$ cat config.mk
export PLATFORM = sky130hd
export DESIGN_NAME = max7219_sequencer
export DESIGN_NICKNAME = d
export VERILOG_FILES = /design/src/rtl/max7219_sequencer.sv
export SDC_FILE = /design/constraint.sdc
export NUM_CORES = 1
export LEC_CHECK = 0
export CAP_MARGIN = 20
export CORE_MARGIN = 1.5
export CORE_UTILIZATION = 50
export DETAILED_ROUTE_END_ITERATION = 16
export MAX_ROUTING_LAYER = met4
export PLACE_DENSITY = 0.8
export SETUP_SLACK_MARGIN = 0.02
export SLEW_MARGIN = 20
export SYNTH_ARGS = -nofsm -noshare
export SYNTH_HDL_FRONTEND = slang
export SYNTH_SLANG_ARGS = --single-unit
$ cat constraint.sdc
create_clock -name clk -period 3 [get_ports clk]
set_input_delay 0.45 -clock clk [delete_from_list [all_inputs] [get_ports clk]]
set_output_delay 0.45 -clock clk [all_outputs]
set_load 0.01 [all_outputs]
$ cat src/rtl/max7219_sequencer.sv
// MAX7219 command sequencer: power-up configuration, then 8-digit frame refresh.
// Owns cs_n/LOAD and the start/data handshake toward a 16-bit SPI master.
module max7219_sequencer #(
    parameter logic [2:0] SCAN_LIMIT     = 3'd7,
    parameter logic [7:0] DECODE_MODE    = 8'h00,
    parameter logic [3:0] INTENSITY      = 4'h8,
    parameter bit         AUTO_REFRESH   = 1'b0,
    parameter int         CS_HIGH_CYCLES = 4,
    parameter int         BUSY_TIMEOUT   = 8
) (
    input  logic        clk,
    input  logic        rst,
    input  logic        update,
    input  logic [63:0] digit_data,
    output logic        spi_start,
    output logic [15:0] spi_data,
    input  logic        spi_busy,
    output logic        cs_n,
    output logic        init_done,
    output logic        ready,
    output logic        frame_done
);

    typedef enum logic [2:0] {
        INIT_ISSUE,
        WAIT_BUSY,
        WAIT_DONE,
        GAP,
        IDLE
    } state_t;

    localparam logic [15:0] TMO_LAST = 16'(BUSY_TIMEOUT - 1);
    localparam logic [15:0] GAP_LAST = 16'(CS_HIGH_CYCLES - 1);
    localparam bit          GAP_ONE  = (CS_HIGH_CYCLES == 1);
    localparam logic [15:0] GAP_PRE  =
        16'((CS_HIGH_CYCLES >= 2) ? CS_HIGH_CYCLES - 2 : 0);

    state_t      state;
    logic [2:0]  idx;
    logic        in_frame;
    logic        pending;
    logic [63:0] snap;
    logic [15:0] tmo;
    logic [15:0] gap;
    logic        last_word;
    logic        last_frame;
    logic [2:0]  idx_nxt;

    function automatic logic [15:0] init_word(input logic [2:0] i);
        logic [15:0] w;
        unique case (i)
            3'd0:    w = 16'h0F00;
            3'd1:    w = {8'h0B, 5'b0, SCAN_LIMIT};
            3'd2:    w = {8'h09, DECODE_MODE};
            3'd3:    w = {8'h0A, 4'b0, INTENSITY};
            default: w = 16'h0C01;
        endcase
        return w;
    endfunction

    function automatic logic [15:0] frame_word(
        input logic [2:0]  i,
        input logic [63:0] d
    );
        logic [7:0] addr;
        addr = {5'b0, i} + 8'd1;
        return {addr, d[{i, 3'b000} +: 8]};
    endfunction

    assign last_word  = in_frame ? (idx == 3'd7) : (idx == 3'd4);
    assign last_frame = in_frame && (idx == 3'd7);
    assign idx_nxt    = idx + 3'd1;

    // Word sequencing FSM with all outputs registered.
    always_ff @(posedge clk) begin
        if (rst) begin
            state      <= INIT_ISSUE;
            idx        <= 3'd0;
            in_frame   <= 1'b0;
            pending    <= 1'b0;
            snap       <= 64'h0;
            tmo        <= 16'h0;
            gap        <= 16'h0;
            spi_start  <= 1'b0;
            spi_data   <= 16'h0000;
            cs_n       <= 1'b1;
            init_done  <= 1'b0;
            ready      <= 1'b0;
            frame_done <= 1'b0;
        end else begin
            spi_start  <= 1'b0;
            frame_done <= 1'b0;
            if (update && state != IDLE)
                pending <= 1'b1;
            case (state)
                INIT_ISSUE: begin
                    spi_data  <= init_word(idx);
                    spi_start <= 1'b1;
                    cs_n      <= 1'b0;
                    tmo       <= 16'h0;
                    state     <= WAIT_BUSY;
                end
                WAIT_BUSY: begin
                    if (spi_busy) begin
                        state <= WAIT_DONE;
                    end else if (tmo == TMO_LAST) begin
                        spi_start <= 1'b1;
                        tmo       <= 16'h0;
                    end else begin
                        tmo <= tmo + 16'h1;
                    end
                end
                WAIT_DONE: begin
                    if (!spi_busy) begin
                        cs_n  <= 1'b1;
                        gap   <= 16'h0;
                        state <= GAP;
                        if (GAP_ONE && last_frame)
                            frame_done <= 1'b1;
                    end
                end
                GAP: begin
                    if (gap == GAP_LAST) begin
                        if (last_word) begin
                            idx      <= 3'd0;
                            in_frame <= 1'b0;
                            state    <= IDLE;
                            ready    <= !(pending || update);
                            if (!in_frame)
                                init_done <= 1'b1;
                        end else begin
                            idx       <= idx_nxt;
                            spi_data  <= in_frame ?
                                frame_word(idx_nxt, snap) :
                                init_word(idx_nxt);
                            spi_start <= 1'b1;
                            cs_n      <= 1'b0;
                            tmo       <= 16'h0;
                            state     <= WAIT_BUSY;
                        end
                    end else begin
                        gap <= gap + 16'h1;
                        if (!GAP_ONE && last_frame && gap == GAP_PRE)
                            frame_done <= 1'b1;
                    end
                end
                IDLE: begin
                    if (update || pending || AUTO_REFRESH) begin
                        pending   <= 1'b0;
                        snap      <= digit_data;
                        in_frame  <= 1'b1;
                        idx       <= 3'd0;
                        spi_data  <= frame_word(3'd0, digit_data);
                        spi_start <= 1'b1;
                        cs_n      <= 1'b0;
                        tmo       <= 16'h0;
                        ready     <= 1'b0;
                        state     <= WAIT_BUSY;
                    end else begin
                        ready <= 1'b1;
                    end
                end
                default: state <= INIT_ISSUE;
            endcase
        end
    end

endmodule

==> results.sh, run 1 <==
export IMPL_multi_input_area_sq_um=3160
export IMPL_vias=5647
export IMPL_insertion_delay_ns=0.42
export IMPL_firstDrtPassIters=7
export IMPL_setup_slack_ns=0.235
export IMPL_final_setup_skew_ns=0.0135
export IMPL_crit_family="compound AO/OA/AOI/OAI gates"
export IMPL_cts_buffer_depth=2
export IMPL_p_leak_nw=2.44
export IMPL_slew_headroom=0.449
export IMPL_hold_viol=0
export IMPL_rows=39
export IMPL_yosysTopAreaCell="dfxtp_1"
export IMPL_core_area_sq_um=11400
export IMPL_drc=0
export IMPL_timing_final_crit_share=0.922
export IMPL_syn_avg_cell_area_sq_um=8.13
export IMPL_num_io_pins=89
export IMPL_nFillCells=946
export IMPL_ctsResizeCount=0
export IMPL_ys_seq_area_frac=0.414
export IMPL_syn2layout_area_growth_pct=25.5
export IMPL_tightest_slew_ns=0.806
export IMPL_rsz0062_at_grt="false"
export IMPL_ys_types=57
export IMPL_die_x_um=111
export IMPL_holdBufCountCts=0
export IMPL_slew_viol_final=0
export IMPL_cp_num_buf_inv=2
export IMPL_critPathLaunchType="register"
export IMPL_dieArea_sq_um=12400
export IMPL_postCtsSetupBuffers=0
export IMPL_synth_edff_count=0
export IMPL_synth_ff_type="dfxtp_1"
export IMPL_antenna_cells=0
export IMPL_initial_utilization=0.512
export IMPL_track_usage=0.266
export IMPL_syn_area_sq_um=5850
export IMPL_cts_tree="built"
export IMPL_grt_pass1_vias=5327
export IMPL_crit_fanout=9
export IMPL_root_buffer="clkbuf_16"
export IMPL_reg2reg_slack_ns=0.23
export IMPL_drv_cap=0
export IMPL_crit_slowest_cell="a2111oi_0"
export IMPL_status="completed"
export IMPL_synth_common_cells="nand2_1, dfxtp_1, a21oi_1"
export IMPL_cts_made_buffers=17
export IMPL_hp_class="input pin to register"
export IMPL_grt_max_degree=91
export IMPL_netlist_top_cells_area="dfxtp_1, nand2_1, a21oi_1"
export IMPL_drt_initial_drc_count=472
export IMPL_finalNetCount=860
export IMPL_regArea_sq_um=2420
export IMPL_max_freq_mhz=362
export IMPL_clk_pin_slew_worst_paths_ns=0.06
export IMPL_globalplace_congestion=0.939
export IMPL_die_y_um=111
export IMPL_async_reset_ff_frac=0
export IMPL_postRouteAntennaNets=0
export IMPL_worstPathCellList="inv_1 > ha_1 > buf_4 > a2111oi_0 > nor4_1 > a2111oi_0 > nor3_1"
export IMPL_vdd_drop_max_v=0.000546
export IMPL_final_area_sq_um=7340
export IMPL_finalSetupTns_ns=0
export IMPL_end_kind="register"
export IMPL_critPathRequiredTime_ns=3.29
export IMPL_grt_pass1_wl_um=25800
export IMPL_yosysWarnings=0
export IMPL_antenna_found_initial=0
export IMPL_dp_slack_ns=0.242
export IMPL_cts_sink_count=121
export IMPL_fin_crit_ns=2.77
export IMPL_ys_ff_latch=121
export IMPL_finalSetupViolCount=0
export IMPL_worstSetupPathType="register to register"
export IMPL_avgViaCountPerCell=6.03
export IMPL_worst_path_largest_cell_delay_ns=0.71
export IMPL_routed_wl_um=15700
export IMPL_dpl_hpwl_um=10700
export IMPL_post_dp_cell_area_sq_um=6740
export IMPL_cts_max_level=4
export IMPL_crit_arrival_ns=3.05
export IMPL_grt_overflow_total=0
export IMPL_portBuffers=84
export IMPL_synthCells=720
export IMPL_drive_above_1_share=0.0794
export IMPL_pwr_density_cell_nw_per_um2=546
export IMPL_avgRoutedWirePerCell_um=16.8
export IMPL_synth_most_common_cell="nand2_1"
export IMPL_crit_top_cell="a2111oi_0"
export IMPL_post_synth_top_area_fraction=0.414
[worst register-to-register path: cells and delay by family, from the launching register on]
family	cells	cell delay (ns)
AOI/OAI and AO/OA	2	1.09
DFF	1	0.49
and+or+nand+nor	2	0.22
adders and majority gates	1	0.47
buffers and inverters	2	0.37
[routing by layer]
layer,part of all wire,track usage
met5,0,-
met1,0.41,0.316
met2,0.50,0.443
met4,0.020,0.105
met3,0.069,0.0541
[where the power goes]
group	internal, mW	total (mW)	switching, mW	leakage, nW
clock	1.27	2.03	0.761	0.283
sequential	1.64	1.66	0.0266	0.979
combinational	0.162	0.317	0.154	1.18
total	3.07	4.01	0.942	2.44
[sequential cells by signal, summed over array words and instances (netlist names)]
signal and count:
in_frame 1, idx 3, spi_start 1, snap 64
pending 1, frame_done 1, ready 1, tmo 16
cs_n 1, init_done 1, spi_data 12, state 3
gap 16
[cells by family after synthesis]
kind of cell	Yosys count	share of synthesized area
compound gates	171	0.171
xor+xnor	14	0.0210
fa+ha+maj	11	0.0235
buf+inv	67	0.0524
flops	121	0.414
mux	26	0.0746
other cells	1	0.000641
simple gates	309	0.243
[layout by cell type (no fill, tap or decap), types with 11 or more instances in the layout]
master	instances
a21oi_1	105
mux4_2	14
mux2i_1	11
ha_1	11
clkbuf_16	17
a211oi_1	13
nand3_1	16
nand4_1	11
dfxtp_1	121
o21ai_0	16
nor2_1	55
nor4_1	15
nor3_1	12
nand2_1	154
clkdlybuf4s50_1	83
[through the flow]
stage	utilization	instances	total power, mW	hold slack [ns]
2_1_floorplan	-	723	1.83	0.432
3_3_place_gp	0.590	905	2.00	0.439
3_5_place_dp	0.590	905	2.01	0.444
4_1_cts	0.642	936	4.03	0.429
5_1_grt	0.643	936	4.13	0.469
6_report	0.643	936	4.01	0.442
[cell type report]
cell class,instances,area share
sequential,121,0.330
tap,143,0.0244
clock inverter,12,0.0191
multi-input combinational,535,0.430
timing repair buffer,96,0.130
clock buffer,19,0.0617
inverter,10,0.00511
[final timing paths]
kind / from / cells after the start / to
worst max-delay path: idx[2] / 7 / spi_data[2]
worst min-delay path: rst / 2 / tmo[0]
worst max register to register: idx[2] / 7 / spi_data[2]
worst min register to register: snap[58] / 2 / snap[58]
Power figures use the tool's default switching activity.
==> inputs of run 2 (changes only) <==
--- a/config.mk
+++ b/config.mk
@@ -5,7 +5,7 @@
 export SDC_FILE = /design/constraint.sdc
 export NUM_CORES = 1
 export LEC_CHECK = 0
-export CAP_MARGIN = 20
+export CAP_MARGIN = 10
 export CORE_MARGIN = 1.5
 export CORE_UTILIZATION = 50
 export DETAILED_ROUTE_END_ITERATION = 16
==> results of run 2 <==
Final layout, timing and power as in run 1 (identical DEF).
==> inputs of run 3 (changes only) <==
--- a/config.mk
+++ b/config.mk
@@ -5,10 +5,11 @@
 export SDC_FILE = /design/constraint.sdc
 export NUM_CORES = 1
 export LEC_CHECK = 0
-export CAP_MARGIN = 10
+export CAP_MARGIN = 20
 export CORE_MARGIN = 1.5
 export CORE_UTILIZATION = 50
 export DETAILED_ROUTE_END_ITERATION = 16
+export HOLD_SLACK_MARGIN = 0.05
 export MAX_ROUTING_LAYER = met4
 export PLACE_DENSITY = 0.8
 export SETUP_SLACK_MARGIN = 0.02
==> results of run 3 <==
Final layout, timing and power as in run 1 (identical DEF).
